--- src/rtl/arch_defs_pkg.sv ---
// Shared architecture definitions: bus widths, stack page and the stack-controller types.
package arch_defs_pkg;

   localparam int DATA_WIDTH = 8;
   localparam int ADDR_WIDTH = 16;

   localparam logic [7:0] STACK_PAGE_DEFAULT = 8'h01;

   typedef enum logic [1:0] {
      OP_PUSH    = 2'b00,
      OP_PULL    = 2'b01,
      OP_LOAD_SP = 2'b10,
      OP_NOP     = 2'b11
   } stack_op_t;

   typedef enum logic [2:0] {
      ST_IDLE,
      ST_PUSH_REQ,
      ST_PULL_REQ,
      ST_PULL_WAIT,
      ST_DONE
   } stack_state_t;

endpackage

--- src/rtl/stack_controller.sv ---
// Hardware stack controller: services PHA/PLA/PHP/PLP-style push/pull requests
// against a shared single-page stack in RAM through a request/grant arbiter.
module stack_controller
   import arch_defs_pkg::*;
#(
   parameter logic [7:0] STACK_PAGE = STACK_PAGE_DEFAULT,
   parameter logic [7:0] SP_RESET   = 8'hFF
) (
   input  logic                  clk,
   input  logic                  reset,
   input  logic                  req_valid,
   input  logic [1:0]            req_op,
   input  logic [DATA_WIDTH-1:0] req_data,
   output logic                  req_ready,
   output logic                  mem_req,
   input  logic                  mem_gnt,
   output logic [ADDR_WIDTH-1:0] mem_addr,
   output logic                  mem_we,
   output logic                  mem_re,
   output logic [DATA_WIDTH-1:0] mem_wdata,
   input  logic [DATA_WIDTH-1:0] mem_rdata,
   output logic [DATA_WIDTH-1:0] pull_data,
   output logic                  done,
   output logic [7:0]            sp,
   output logic                  stack_err
);

   stack_state_t          state, next_state;
   logic [DATA_WIDTH-1:0] data_q;
   logic                  transfer;
   stack_op_t             op;

   assign op       = stack_op_t'(req_op);
   assign transfer = req_valid & req_ready;

   // Address and write data derive only from registered state, so they stay
   // stable for as long as the arbiter withholds the grant.
   assign mem_addr  = {STACK_PAGE, sp};
   assign mem_wdata = data_q;

   // NOTE: sequential state uses non-blocking assignments so every register
   // samples pre-edge values and simulation matches the synthesized flops.
   always_ff @(posedge clk or posedge reset) begin
      if (reset) begin
         state     <= ST_IDLE;
         sp        <= SP_RESET;
         data_q    <= '0;
         pull_data <= '0;
         stack_err <= 1'b0;
      end else begin
         state <= next_state;
         if (transfer) begin
            data_q <= req_data;
            if (op == OP_LOAD_SP) begin
               sp        <= req_data[7:0];
               stack_err <= 1'b0;
            end else if (op == OP_PULL) begin
               sp <= sp + 8'd1;
               if (sp == 8'hFF) stack_err <= 1'b1;
            end
         end
         if (state == ST_PUSH_REQ && mem_gnt) begin
            sp <= sp - 8'd1;
            if (sp == 8'h00) stack_err <= 1'b1;
         end
         if (state == ST_PULL_WAIT) pull_data <= mem_rdata;
      end
   end

   // NOTE: every output of this block gets a default first, so no path can
   // leave a value unassigned and infer a latch.
   always_comb begin
      next_state = state;
      req_ready  = 1'b0;
      mem_req    = 1'b0;
      mem_we     = 1'b0;
      mem_re     = 1'b0;
      done       = 1'b0;
      case (state)
         ST_IDLE: begin
            req_ready = 1'b1;
            if (req_valid) begin
               case (op)
                  OP_PUSH: next_state = ST_PUSH_REQ;
                  OP_PULL: next_state = ST_PULL_REQ;
                  default: next_state = ST_DONE;
               endcase
            end
         end
         ST_PUSH_REQ: begin
            mem_req = 1'b1;
            mem_we  = mem_gnt;
            if (mem_gnt) next_state = ST_DONE;
         end
         ST_PULL_REQ: begin
            mem_req = 1'b1;
            mem_re  = mem_gnt;
            if (mem_gnt) next_state = ST_PULL_WAIT;
         end
         ST_PULL_WAIT: next_state = ST_DONE;
         ST_DONE: begin
            done       = 1'b1;
            next_state = ST_IDLE;
         end
         default: next_state = ST_IDLE;
      endcase
   end

endmodule

--- config.mk ---
export PLATFORM = sky130hd
export DESIGN_NAME = stack_controller
export DESIGN_NICKNAME = d
export VERILOG_FILES = /design/src/rtl/arch_defs_pkg.sv /design/src/rtl/stack_controller.sv
export SDC_FILE = /design/constraint.sdc
export NUM_CORES = 1
export LEC_CHECK = 0
export BUFFER_PORTS_ARGS = -buffer_cell sky130_fd_sc_hd__buf_2
export CAP_MARGIN = 5
export CORE_ASPECT_RATIO = 2
export CORE_MARGIN = 3
export CORE_UTILIZATION = 51
export CTS_CLUSTER_SIZE = 8
export DETAILED_ROUTE_END_ITERATION = 6
export GPL_TIMING_DRIVEN = 0
export PLACE_DENSITY = 0.89
export SLEW_MARGIN = 10
export SYNTH_ARGS = -nofsm -noshare
export SYNTH_HDL_FRONTEND = slang
export SYNTH_SLANG_ARGS = --single-unit
--- constraint.sdc ---
create_clock -name clk -period 2.58 [get_ports clk]
set_input_delay 0.387 -clock clk [delete_from_list [all_inputs] [get_ports clk]]
set_output_delay 0.387 -clock clk [all_outputs]
set_load 0.02 [all_outputs]
Word-level counts from Yosys, hierarchy flattened
Index checks and enable logic that the tools add are counted.
- register bits: 28
- input bits: 22
- output and inout bits: 46
- add/sub/neg operators: 2
- equal/unequal tests: 10
- mux-type cells: 20
- bitwise gates (word level): 1
- reduce and logical (&&, ||, !) cells: 9
- operators with widths (kind ; count):
    8-bit 2-to-1 mux ; 4
    3-bit case mux with 4 select lines ; 1
    1-bit 2-to-1 mux ; 11
    3-bit 2-to-1 mux ; 3
    8-bit by 1-bit adder with 8-bit output (second input constant) ; 1
    8-bit == test (second input constant) ; 1
    8-bit zero test ; 1
    8-bit by 1-bit subtractor with 8-bit output (second input constant) ; 1
    3-bit by 2-bit == test with 1-bit output (second input constant) ; 2
    2-bit inequality test (second input constant) ; 3
    3-bit case mux with 2 select lines ; 1
    3-bit by 1-bit == test with 1-bit output (second input constant) ; 1
    3-bit == test (second input constant) ; 1
    3-bit zero test ; 1
    3-bit AND reduction ; 1
    3-bit nonzero test ; 1
    2-bit by 1-bit == test with 1-bit output (second input constant) ; 1
    2-bit == test (second input constant) ; 1
    2-bit zero test ; 1
    2-bit AND reduction ; 1
    2-bit nonzero test ; 1
    2-bit OR reduction ; 1
    1-bit AND ; 1
    1-bit logical AND ; 1

Longest topological paths before layout
Gate-level depths: netlist of the first run.
- word-level depth: 7
- depth in mapped cells: 7
- gate-level depth less buffers: 6

Worst setup path after synthesis of the first run
Ideal clock, no wire load.
- path type: flip-flop to flip-flop
- start: reg sp[0]
- end: reg sp[1]
- arrival time: 1.688 ns
- setup slack: 0.799 ns
- stages on the path, launching flop included: 7
- path buffers: 1
- clock period less this slack: 1.781 ns
- path through: dfstp_2 > clkbuf_1 > inv_1 > ha_1 > mux2_2 > a21oi_1 > o21ai_0
- cells in the longest elaborated chain, start to end: 5
- elaborated cells between the ends (all ways): 6
- those cells by class: 2 x add/sub; 4 x mux
- RTL lines (element ; RTL line ; text):
    start: declaration ; stack_controller.sv:24 ; output logic [7:0] sp,
    start signal: assignment ; stack_controller.sv:55 ; sp <= req_data[7:0];
    start signal: assignment ; stack_controller.sv:58 ; sp <= sp + 8'd1;
    start signal: assignment ; stack_controller.sv:63 ; sp <= sp - 8'd1;
    8-bit by 1-bit adder with 8-bit output ; stack_controller.sv:58 ;
    8-bit 2-to-1 mux ; stack_controller.sv:57 ; end else if (op == OP_PULL) begin
    8-bit 2-to-1 mux ; stack_controller.sv:54 ; if (op == OP_LOAD_SP) begin
    8-bit 2-to-1 mux ; stack_controller.sv:52 ; if (transfer) begin
    8-bit 2-to-1 mux * ; stack_controller.sv:62 ; if (state == ST_PUSH_REQ && mem_gnt) begin
Every way passes the cells marked *; elsewhere a longest branch is shown, timed or not. The select of a mux whose other input is x is not followed.
A chain may end at the register's enable or synchronous reset.

Worst setup path in the final report of the first run
Ends and elaborated chain as after synthesis.

==> flow_metrics.py, run 1 <==
metrics = {
    "finish": {
        "diodes": 0,
        "fillers": 280,
        "syn_to_final_growth_pct": 23.02,
        "final_cells": 304,
        "drive_gt1_frac": 0.4375,
        "fin_nets": 287,
        "register_area_sq_um": 710.7,
        "multi_input_area_sq_um": 937.1,
    },
    "detailed_routing": {
        "post-route-drc-count": 0,
        "viasPerCell": 5.375,
        "first_pass_iters": 4,
        "routed_wl_um": 4311,
        "drtAntennaViolNets": 0,
        "drt_iter0_drc": 51,
        "vias": 1634,
        "wl_per_cell_um": 14.18,
    },
    "worst_setup_path": {
        "reg2reg_from": "sp[0]",
        "worst_r2r_path_depth": 6,
        "endpoint": "sp[1]",
        "critPathKind": "reg -> reg",
        "rr_endpoint": "sp[1]",
        "r2r_slack_ps": 670,
        "worstPathRequired_ps": 2780,
        "worstSetupEndpointType": "flip-flop",
        "arrival_ps": 2110,
        "cp_slowest_stage_delay_ps": 560,
        "crit_start": "sp[0]",
        "cp-start-kind": "flip-flop",
        "crit_chain": "clkbuf_1, inv_1, ha_1, mux2_2, a21oi_1, o21ai_0",
        "crit_slowest_cell": "dfstp_2",
        "crit_fanout": 9,
    },
    "place": {
        "post-dp-hpwl_um": 3363,
        "dpl.cell_count": 300,
        "gp_congestion": 0.8431,
        "preCtsSetupSlack_ps": 581.6,
        "numPortBuffers": 59,
    },
    "pwr": {
        "powerDensity_mw_per_mm2": 1206,
        "vdd_drop_max_v": 0.0007428,
        "p_leak_nw": 1.122,
    },
    "global_route": {
        "overflow": 0,
        "grt_max_degree": 29,
        "grt_pass1_wl_um": 7272,
        "grt.total_usage": 0.2058,
        "antenna_found_initial": 0,
        "grt_pass1_vias": 1607,
    },
    "floorplanning": {
        "rows": 30,
        "coreArea_sq_mm": 0.003416,
        "die_w_um": 48.44,
        "die-area_sq_mm": 0.004401,
        "start_util": 0.5377,
        "boundaryPins": 68,
        "die-height_um": 90.87,
    },
    "timing": {
        "fin_worst_skew_ps": 1.587,
        "slew_headroom": 0.3072,
        "finalMaxSlewViolations": 0,
        "grt_setup_unrepaired": "no",
        "layout_min_cycle_time_ps": 1915,
        "maxClockFrequency_mhz": 522.3,
        "setup_viol": 0,
        "tns_ps": 0,
        "period_share": 0.7421,
        "hold_violations": 0,
        "setup_slack_ps": 665.3,
        "worst_pin_slew_ps": 1038,
    },
    "clock_network": {
        "cts_tree": "done",
        "root_buffer": "clkbuf_8",
        "cts_htree_levels": 1,
        "cts_sinks": 28,
        "cts_max_path_buffers": 2,
        "cts_inserted_buffers": 3,
        "clk_latency_ps": 280,
        "cts.repair.resized": 0,
        "postCtsHoldBufs": 0,
        "post_cts_buffers": 0,
        "clk_pin_slew_worst_paths_ps": 90,
    },
    "run_status": {
        "status": "finished clean",
    },
    "logic_synthesis": {
        "synth_area_per_cell_sq_um": 9.822,
        "synth_edf_count": 0,
        "synth_flop_cell": "dfrtp_1",
        "yosys.area.top_type": "dfrtp_1",
        "synth.distinct_cells": 48,
        "ys_seq_area_frac": 0.3869,
        "syn_inst": 187,
        "synthArstFlopShare": 1.000,
        "yosysWarningCount": 0,
        "synth_top_area_frac": 0.2725,
        "synth_area_sq_mm": 0.001837,
        "synth_area_leaders": "dfrtp_1 (27%), dfstp_2 (11%), mux2_2 (10%), buf_4 (6.5%), ha_1 (5.4%)",
        "ys_seq_elements": 28,
    },
    "job": {
        "cap_violations": 0,
    },
    "hold_path": {
        "hold_start": "mem_rdata[4]",
        "min_path_type": "in -> reg",
    },
}
-- state kept, by name, summed over array words and instances (netlist names) --
register and count:
mem_wdata 8, pull_data 8, sp 8, state 3, stack_err 1
-- cell families (layout without fill, tap and decap cells) --
group / count (synthesis) / in the layout / synth area share
mux: 19 / 19 / 0.1151
compound gates: 36 / 36 / 0.1322
fa+ha+maj: 8 / 8 / 0.05450
other cells: 2 / 8 / 0.004089
xor+xnor: 4 / 4 / 0.01908
flops: 28 / 28 / 0.3869
simple gates: 52 / 52 / 0.1730
buf+inv: 38 / 101 / 0.1151
-- layout make-up --
| type | count | share of cell area |
|---|---|---|
| plain buffers | 28 | 0.07697 |
| clock buffers | 4 | 0.01993 |
| well taps | 48 | 0.02658 |
| multi-input cells | 127 | 0.4147 |
| inverters | 10 | 0.01661 |
| flip-flops and latches | 28 | 0.3145 |
| repair buffers | 59 | 0.1307 |
-- metal layers --
layer / GRT usage / part of all wire / vias to the layer above / routed length, um
met5: 0 / 0 / - / 0
met4: 0.1140 / 0.039 / 0 / 167
met3: 0.02810 / 0.074 / 20 / 317
met2: 0.3906 / 0.55 / 82 / 2388
met1: 0.2079 / 0.33 / 756 / 1437
li1: - / - / 776 / -
-- stage by stage --
step           hold slack, ps  power [mW]    util  area (sq um)
5_1_grt                 334.4       2.910  0.6615          2260
3_5_place_dp            490.4       2.481  0.6484          2215
3_3_place_gp            481.7       2.429  0.6484          2215
6_report                334.6       2.725  0.6615          2260
4_1_cts                 336.5       2.739  0.6615          2260
2_1_floorplan           446.5       2.013       -          1859
-- where the power goes --
part | switching, mW | total [mW] | internal (mW)
sequential | 0.175 | 0.863 | 0.688
clock | 0.139 | 0.250 | 0.111
combinational | 0.946 | 1.61 | 0.666
total | 1.26 | 2.72 | 1.47
-- layout by cell type (no fill, tap or decap), types with 6 or more instances in the layout --
cell type | Yosys | routed
nor2_1 | 7 | 7
mux2_2 | 17 | 17
clkbuf_1 | 5 | 6
dfstp_2 | 8 | 8
a21oi_1 | 8 | 8
nor3_1 | 10 | 10
buf_4 | 16 | 16
nand2_1 | 6 | 6
inv_1 | 10 | 10
dfrtp_1 | 20 | 20
o21ai_0 | 10 | 10
ha_1 | 8 | 8
nand3_1 | 9 | 9
conb_1 | 2 | 8
buf_2 | 7 | 66
-- worst max-delay path, delay by kind of cell, from the launching register on --
kind	cells	cell delay (ps)
compound gates	2	230
fa+ha+maj	1	340
buf+inv	2	440
mux	1	260
flops	1	560
-- worst min path at each step --
stage                        end  slack [ps]  cells past startpoint
floorplan           mem_wdata[0]         450                      1
CTS                 pull_data[6]         340                      2
global placement    pull_data[1]         480                      1
global route        pull_data[7]         330                      2
detailed placement  mem_wdata[1]         490                      1
finish              pull_data[4]         330                      2
-- cell usage after synthesis, drive strengths merged, types with 5 or more instances --
master and n:
buf 23, dfrtp 20, mux2 17, o21ai 11, inv 10, nor3 10
nand3 9, a21oi 8, dfstp 8, ha 8, nor2 7, nand2 6
clkbuf 5
(Power assumes the default switching activity.)
==> run 2: changes to the inputs <==
--- a/config.mk
+++ b/config.mk
@@ -9,11 +9,11 @@
 export CAP_MARGIN = 5
 export CORE_ASPECT_RATIO = 2
 export CORE_MARGIN = 3
-export CORE_UTILIZATION = 51
+export CORE_UTILIZATION = 49
 export CTS_CLUSTER_SIZE = 8
 export DETAILED_ROUTE_END_ITERATION = 6
 export GPL_TIMING_DRIVEN = 0
-export PLACE_DENSITY = 0.89
+export PLACE_DENSITY = 0.86
 export SLEW_MARGIN = 10
 export SYNTH_ARGS = -nofsm -noshare
 export SYNTH_HDL_FRONTEND = slang
==> constraint.sdc (replaced) <==
create_clock -name clk -period 1.8 [get_ports clk]
set_input_delay 0.27 -clock clk [delete_from_list [all_inputs] [get_ports clk]]
set_output_delay 0.27 -clock clk [all_outputs]
set_load 0.02 [all_outputs]
==> flow_metrics.py, run 2 (same netlist as run 1, synthesis figures left out) <==
metrics = {
    "run_status": {
        "status": "finished clean",
    },
    "worst_setup_path": {
        "critPathKind": "reg -> out",
        "path_buf_inv": 3,
        "crit_chain": "nand4bb_1, buf_2, inv_1, buf_2",
        "cp_slowest_stage_delay_ps": 440,
        "endpoint": "mem_we",
        "crit_slowest_cell": "dfrtp_1",
        "crit_cells": 4,
        "arrival_ps": 1480,
        "r2r_slack_ps": 130,
        "worstSetupEndpointType": "output port",
        "cpMostUsedCell": "buf_2",
        "crit_fanout": 7,
        "cp-start-kind": "flip-flop",
        "worstPathRequired_ps": 1530,
        "reg2reg_from": "sp[0]",
        "rr_endpoint": "sp[2]",
        "crit_start": "state[1]",
        "worst_r2r_path_depth": 5,
        "cp_top_family": "buffers and inverters",
    },
    "global_route": {
        "grt.total_usage": 0.1976,
        "antenna_found_initial": 0,
        "grt_pass1_wl_um": 7210,
        "grt_pass1_vias": 1728,
        "overflow": 0,
        "grt_max_degree": 29,
    },
    "floorplanning": {
        "coreArea_sq_mm": 0.003491,
        "boundaryPins": 68,
        "start_util": 0.5262,
        "die-height_um": 92.59,
        "die_w_um": 49.29,
        "rows": 30,
        "die-area_sq_mm": 0.004564,
    },
    "clock_network": {
        "clk_pin_slew_worst_paths_ps": 100,
        "cts_htree_levels": 1,
        "postCtsHoldBufs": 0,
        "clk_latency_ps": 270,
        "cts_max_path_buffers": 2,
        "cts_tree": "done",
        "root_buffer": "clkbuf_8",
        "cts_sinks": 28,
        "cts_inserted_buffers": 3,
    },
    "timing": {
        "setup_viol": 0,
        "grt_setup_unrepaired": "no",
        "period_share": 0.9749,
        "finalMaxSlewViolations": 0,
        "layout_min_cycle_time_ps": 1755,
        "tns_ps": 0,
        "setup_slack_ps": 45.12,
        "hold_violations": 0,
        "maxClockFrequency_mhz": 569.8,
        "whs_ps": 210.7,
        "worst_pin_slew_ps": 1053,
        "fin_worst_skew_ps": 4.989,
        "slew_headroom": 0.2969,
    },
    "finish": {
        "design_area_sq_mm": 0.002332,
        "fillers": 288,
        "syn_to_final_growth_pct": 26.98,
        "final_cells": 309,
        "final_util": 0.6681,
        "fin_nets": 292,
        "final_cell_mix": "buf_2 (65), buf_4 (22), dfrtp_1 (20)",
        "layout_commonest_cell": "buf_2",
        "drive_gt1_frac": 0.4674,
        "diodes": 0,
    },
    "place": {
        "preCtsSetupSlack_ps": -115.3,
        "gp_congestion": 0.8410,
        "post-dp-hpwl_um": 3383,
        "placed_area_sq_mm": 0.002215,
        "numPortBuffers": 59,
        "dpl.cell_count": 300,
    },
    "detailed_routing": {
        "drt_iter0_drc": 39,
        "viasPerCell": 5.466,
        "routed_wl_um": 4453,
        "vias": 1689,
        "first_pass_iters": 5,
        "post-route-drc-count": 0,
        "drtAntennaViolNets": 0,
        "wl_per_cell_um": 14.41,
    },
    "job": {
        "cap_violations": 0,
    },
    "pwr": {
        "powerDensity_mw_per_mm2": 1748,
        "p_leak_nw": 1.170,
        "total_power_mw": 4.076,
        "vdd_drop_max_v": 0.001012,
    },
    "hold_path": {
        "min_path_type": "in -> reg",
        "holdPathStages": 3,
    },
}
-- run 2: cell types whose count changed in the layout (fill, tap and decap cells not counted) --
cell,previous run,this run
clkbuf_1,6,1
buf_2,66,65
clkbuf_8,3,4
clkbuf_4,0,1
buf_4,16,22
clkbuf_2,0,2
buf_12,0,1
-- run 2: what timing repair did --
action | 4_1_cts | 5_1_grt
setup endpoints to repair | 3 | 13
gates resized for setup | 1 | 6
setup buffers | 0 | 7
pin swaps | 0 | 1
-- run 2: worst min path at each step --
stage,from,end
floorplan,reset,mem_wdata[0]
global placement,pull_data[2],pull_data[2]
detailed placement,pull_data[4],pull_data[4]
CTS,req_data[0],sp[0]
global route,mem_rdata[0],pull_data[0]
finish,req_data[0],sp[0]
-- run 2: final cells by class --
type | count | area, sq um | share of cell area
Buffer | 26 | 171.4 | 0.07350
Inverter | 10 | 37.54 | 0.01609
Clock buffer | 4 | 55.05 | 0.02361
Sequential cell | 28 | 710.7 | 0.3047
Tap cell | 48 | 60.06 | 0.02575
Timing Repair Buffer | 66 | 360.3 | 0.1545
Multi-Input combinational cell | 127 | 937.1 | 0.4018
-- run 2: metal layers --
metal  wire, um  vias to the layer above  GRT usage
met3        204                       15    0.02576
met4        147                        0     0.1235
met5          0                        -          0
li1           -                      792          -
met2       2485                       66     0.3744
met1       1615                      816     0.1929
-- run 2: worst register-to-register path: stages, from the launching register on --
cell     delay, ps
dfstp_2        640
ha_1           260
nor2b_1        230
mux2i_1        110
o211a_1        210
o21ai_0        160
-- run 2: report_power, final --
part	switching [mW]	internal, mW	leakage [nW]	total, mW
sequential	0.283	0.988	0.324	1.27
combinational	1.35	1.06	0.818	2.41
clock	0.200	0.196	0.0288	0.396
total	1.83	2.24	1.17	4.08
